**config.mk**
```make
export PLATFORM = sky130hd
export DESIGN_NAME = seq_mag_cmp
export DESIGN_NICKNAME = d
export VERILOG_FILES = /design/src/rtl/seq_mag_cmp.sv
export SDC_FILE = /design/constraint.sdc
export NUM_CORES = 1
export LEC_CHECK = 0
export CAP_MARGIN = 0
export CORE_MARGIN = 2
export CORE_UTILIZATION = 50
export CTS_BUF_LIST = sky130_fd_sc_hd__clkbuf_16
export CTS_CLUSTER_DIAMETER = 150
export DETAILED_ROUTE_END_ITERATION = 16
export PLACE_DENSITY = 0.79
export SYNTH_ARGS = -nofsm -noshare
export SYNTH_HDL_FRONTEND = slang
export SYNTH_SLANG_ARGS = --single-unit
```
**constraint.sdc**
```tcl
create_clock -name clk -period 2.55 [get_ports clk]
set_input_delay 0.255 -clock clk [delete_from_list [all_inputs] [get_ports clk]]
set_output_delay 0.255 -clock clk [all_outputs]
set_load 0.01 [all_outputs]
```
**src/rtl/seq_mag_cmp.sv**
```systemverilog
// Digit-serial magnitude comparator: walks WIDTH-bit operands MSB digit first,
// DIGIT bits per clock, and stops at the first differing digit.
module seq_mag_cmp #(
  parameter int WIDTH = 32,
  parameter int DIGIT = 4
) (
  input  logic             clk,
  input  logic             rst,
  input  logic             start,
  input  logic [WIDTH-1:0] lt,
  input  logic [WIDTH-1:0] rt,
  input  logic             signed_mode,
  input  logic             sm_in,
  input  logic             lg_in,
  output logic             busy,
  output logic             done,
  output logic             lt_o,
  output logic             gt_o,
  output logic             eq_o,
  output logic [1:0]       o_dbg_state
);

  localparam int N  = WIDTH / DIGIT;
  localparam int KW = (N > 1) ? $clog2(N) : 1;

  // Handshake: a compare is accepted on any rising edge where start=1 and the
  // FSM is not in RUN; busy is high in RUN and done pulses for the single
  // DONE cycle in which lt_o/gt_o/eq_o first hold the new result.
  typedef enum logic [1:0] {
    S_IDLE = 2'd0,
    S_RUN  = 2'd1,
    S_DONE = 2'd2
  } state_t;

  state_t           r_state;
  state_t           w_next;
  logic [WIDTH-1:0] r_lt;
  logic [WIDTH-1:0] r_rt;
  logic             r_signed;
  logic             r_sm;
  logic             r_lg;
  logic [KW-1:0]    r_k;
  logic             r_lt_o;
  logic             r_gt_o;
  logic             r_eq_o;

  logic             w_accept;
  logic             w_first;
  logic             w_last;
  logic [DIGIT-1:0] w_mask;
  logic [DIGIT-1:0] w_dig_l;
  logic [DIGIT-1:0] w_dig_r;
  logic             w_set_lt;
  logic             w_set_gt;
  logic             w_set_eq;
  logic             w_decide;

  assign w_accept = start && (r_state != S_RUN);
  assign w_first  = (r_k == '0);
  assign w_last   = (r_k == KW'(N - 1));

  // Flipping the top bit of the most-significant digit maps two's-complement
  // ordering onto unsigned ordering; lower digits are plain magnitude.
  always_comb begin
    w_mask            = '0;
    w_mask[DIGIT-1]   = r_signed && w_first;
  end

  assign w_dig_l = r_lt[WIDTH-1 -: DIGIT] ^ w_mask;
  assign w_dig_r = r_rt[WIDTH-1 -: DIGIT] ^ w_mask;

  // Cascade inputs pre-empt the digit walk; sm_in outranks lg_in.
  always_comb begin
    w_set_lt = 1'b0;
    w_set_gt = 1'b0;
    w_set_eq = 1'b0;
    if (r_state == S_RUN) begin
      if (w_first && r_sm)          w_set_lt = 1'b1;
      else if (w_first && r_lg)     w_set_gt = 1'b1;
      else if (w_dig_l < w_dig_r)   w_set_lt = 1'b1;
      else if (w_dig_l > w_dig_r)   w_set_gt = 1'b1;
      else if (w_last)              w_set_eq = 1'b1;
    end
  end

  assign w_decide = w_set_lt || w_set_gt || w_set_eq;

  always_ff @(posedge clk or posedge rst) begin
    if (rst) r_state <= S_IDLE;
    else     r_state <= w_next;
  end

  always_comb begin
    w_next = r_state;
    case (r_state)
      S_IDLE:  if (w_accept) w_next = S_RUN;
      S_RUN:   if (w_decide) w_next = S_DONE;
      S_DONE:  w_next = w_accept ? S_RUN : S_IDLE;
      default: w_next = S_IDLE;
    endcase
  end

  always_comb begin
    busy        = (r_state == S_RUN);
    done        = (r_state == S_DONE);
    o_dbg_state = r_state;
  end

  always_ff @(posedge clk or posedge rst) begin
    if (rst) begin
      r_lt     <= '0;
      r_rt     <= '0;
      r_signed <= 1'b0;
      r_sm     <= 1'b0;
      r_lg     <= 1'b0;
      r_k      <= '0;
      r_lt_o   <= 1'b0;
      r_gt_o   <= 1'b0;
      r_eq_o   <= 1'b0;
    end else if (w_accept) begin
      r_lt     <= lt;
      r_rt     <= rt;
      r_signed <= signed_mode;
      r_sm     <= sm_in;
      r_lg     <= lg_in;
      r_k      <= '0;
      r_lt_o   <= 1'b0;
      r_gt_o   <= 1'b0;
      r_eq_o   <= 1'b0;
    end else if (r_state == S_RUN) begin
      if (w_decide) begin
        r_lt_o <= w_set_lt;
        r_gt_o <= w_set_gt;
        r_eq_o <= w_set_eq;
      end else begin
        r_lt <= r_lt << DIGIT;
        r_rt <= r_rt << DIGIT;
        r_k  <= r_k + KW'(1);
      end
    end
  end

  assign lt_o = r_lt_o;
  assign gt_o = r_gt_o;
  assign eq_o = r_eq_o;

endmodule
```
==> results of run 1 <==
[worst max path at each step]
stage / slack (ps) / from / cells after the start / to
after floorplan: 280 / r_k[0] / 9 / r_k[0]
after global placement: 270 / r_k[0] / 9 / r_lt[24]
after detailed placement: 110 / r_k[0] / 9 / r_lt[16]
after CTS: 90 / r_k[0] / 9 / r_lt[16]
after global routing: 100 / r_k[0] / 9 / r_lt[29]
final: 250 / r_k[0] / 9 / r_rt[8]
[where the power goes]
| group | total, W | switching, W | internal, W |
|---|---|---|---|
| Clock | 0.00134 | 0.000488 | 0.000854 |
| Combinational | 0.000611 | 0.000313 | 0.000299 |
| Sequential | 0.00152 | 0.000127 | 0.00139 |
| Total | 0.00347 | 0.000928 | 0.00254 |
[cell type report]
cell class / count / area share
timing repair buffer: 86 / 0.195
multi-input combinational: 247 / 0.303
tap: 80 / 0.0216
sequential: 75 / 0.405
inverter: 9 / 0.00729
clock inverter: 7 / 0.0200
clock buffer: 9 / 0.0486
[registers in the layout, summed over array words and instances, names as in the netlist]
| signal | flops |
|---|---|
| r_lt | 32 |
| r_rt | 32 |
| r_k | 3 |
| o_dbg_state | 2 |
| eq_o | 1 |
| gt_o | 1 |
| lt_o | 1 |
| r_lg | 1 |
| r_signed | 1 |
| r_sm | 1 |
[worst reg2reg max path, delay by kind of cell (launching register included)]
family	cells	cell delay (ps)
AOI/OAI and AO/OA	3	500
adders and majority gates	1	230
buffers and inverters	3	490
DFF	1	390
and+or+nand+nor	2	620
[per-stage QoR]
step           cells  hold WS, ps  utilization  setup slack, ps
5_1_grt          513          360        0.690              102
6_report         513          296        0.690              248
4_1_cts          513          314        0.689             92.1
3_3_place_gp     497          463        0.642              274
3_5_place_dp     497          463        0.642              113
2_1_floorplan    360          360            -              282
[layer usage]
metal,track usage,part of all wire,vias up
met2,0.372,0.49,90
met5,0,0,-
li1,-,-,1402
met1,0.321,0.44,1421
met4,0.0938,0.019,0
met3,0.0664,0.047,14
[timing repair]
item	CTS	global route
resized for setup	0	1
endpoints found under the hold margin	0	0
endpoints found under the setup margin	0	17
[synthesized netlist by cell type, types with 2 or more instances]
master | count | area [µm²]
nand2_1 | 84 | 315
dfrtp_1 | 75 | 1880
o21ai_0 | 63 | 315
a22oi_1 | 56 | 420
clkbuf_1 | 14 | 52.6
inv_1 | 9 | 33.8
buf_2 | 6 | 30.0
ha_1 | 6 | 75.1
nor2_1 | 5 | 18.8
clkbuf_2 | 4 | 20.0
o31ai_1 | 4 | 30.0
buf_4 | 3 | 22.5
nand2b_1 | 3 | 18.8
nor2b_1 | 3 | 18.8
a21oi_1 | 2 | 10.0
and2_1 | 2 | 12.5
and3b_1 | 2 | 17.5
nand3_1 | 2 | 10.0
o21a_1 | 2 | 15.0
[cell families after synthesis]
group                    Yosys count  synth area share
AND/OR/NAND/NOR                  105             0.129
adder cells (fa/ha/maj)            6            0.0218
XOR/XNOR                           1           0.00255
AO/OA/AOI/OAI                    133             0.244
flip-flops                        75             0.546
buffers and inverters             38            0.0506
multiplexers                       2           0.00618
==> flow_summary.toml, run 1 <==
[status]
outcome = "finished clean"

[setup_path]
cp_top_family = "simple AND/OR/NAND/NOR gates"
slowest_delay_ps = 420
crit_top_cell = "buf_12"
endpoint_kind = "flip-flop"
crit_buf_inv = 3
startpoint_type = "flip-flop"
r2r_slack_ps = 250
r2r_cells = 9
crit_slowest_cell = "or3_4"
cp.arrival_ps = 2540
rr_endpoint = "r_rt[8]"
crit_required_ps = 2790
path_max_fanout = 40
critical_path_class = "reg2reg"
path_cells = "inv_1 > ha_1 > and3b_1 > or3_4 > a2111oi_4 > buf_12 > buf_12 > a22oi_1 > o21ai_0"
critical_path.reg2reg.startpoint = "r_k[0]"

[timing]
setup_tns_ps = 0
worst_slew_pin_slew_ps = 528
setup_viol = 0
fin_crit_sh = 0.903
rsz0062_at_grt = "false"
skew_ps = 9.97
layout_min_cycle_time_ps = 2300
drv_slew = 0
fmax_mhz = 434
relSlewSlack = 0.648
final-hold-violation-count = 0

[drt]
wl_per_cell_um = 16.3
viasPerCell = 5.71
ant_nets = 0
drc = 0
routed_wl_um = 8340
drt_iter0_drc = 206
dr.pass1.iters = 6
via_count = 2927

[cells_and_area]
drive_above_1_share = 0.0739
antennaDiodeCount = 0
nets = 504
finalInstanceArea_mm2 = 0.00464
seq_area_mm2 = 0.00188
area_delta_synth_final_pct = 34.8
nFillCells = 522
final_common_cell = "nand2_1"
final_cell_mix = "nand2_1, clkdlybuf4s50_1, dfrtp_1"
multi_input_area_mm2 = 0.00141

[floorplan]
ios = 77
die_x_um = 86.9
die_y_um = 86.9
fp.coreArea_mm2 = 0.00672
rows = 30
start_util = 0.512
design.die.area_mm2 = 0.00756

[global_route]
grt_pass1_vias = 2941
gr-usage-all-layers = 0.240
antenna_found_initial = 0
grt_max_degree = 53
grt_overflow_total = 0
grt_pass1_wl_um = 14000

[pwr]
total_power_w = 0.00347
p_leak_nw = 1.98
powerDensity_mw_per_mm2 = 749
irDropWorstVdd_uv = 377

[place]
place.gp.congestion = 0.864
detailed_place.area_mm2 = 0.00431
io_buffers = 76
dp_hpwl_um = 5460

[hold_path]
min_path_type = "in2async"

[yosys]
synth-seq-area-share = 0.546
avgSynthCellArea_um2 = 9.55
synth_cells = 360
synthArstFlopShare = 1.00
synth_cell_type_count = 34
yosysWarnings = 0
ys_ff_latch = 75
synth_edf_count = 0
syn_nets = 436
synth-main-ff-cell = "dfrtp_1"
synth_area_mm2 = 0.00344

[cts]
hold_buffers = 0
cts_max_level = 3
clock-root-buffer = "clkbuf_16"
clk_path_buf_depth = 2
insertion_delay_ps = 330
cts_tree = "yes"
clock_sinks = 75
clkTransAtPathRegs_ps = 60
cts_setup_buffers = 0
cts_buffers = 9

[run]
maxCapViolations = 0
Note: power is estimated with default switching activity, not from simulation.
==> run 2, diff against run 1 <==
--- a/config.mk
+++ b/config.mk
@@ -12,6 +12,7 @@
 export CTS_CLUSTER_DIAMETER = 150
 export DETAILED_ROUTE_END_ITERATION = 16
 export PLACE_DENSITY = 0.79
+export SLEW_MARGIN = 10
 export SYNTH_ARGS = -nofsm -noshare
 export SYNTH_HDL_FRONTEND = slang
 export SYNTH_SLANG_ARGS = --single-unit
==> results of run 2 <==
No change in the layout: final DEF, timing and power equal those of run 1.
==> run 3, diff against run 2 <==
--- a/config.mk
+++ b/config.mk
@@ -5,6 +5,7 @@
 export SDC_FILE = /design/constraint.sdc
 export NUM_CORES = 1
 export LEC_CHECK = 0
+export ABC_CLOCK_PERIOD_IN_PS = 2550
 export CAP_MARGIN = 0
 export CORE_MARGIN = 2
 export CORE_UTILIZATION = 50
==> results of run 3 <==
No change in the layout: final DEF, timing and power equal those of run 1.
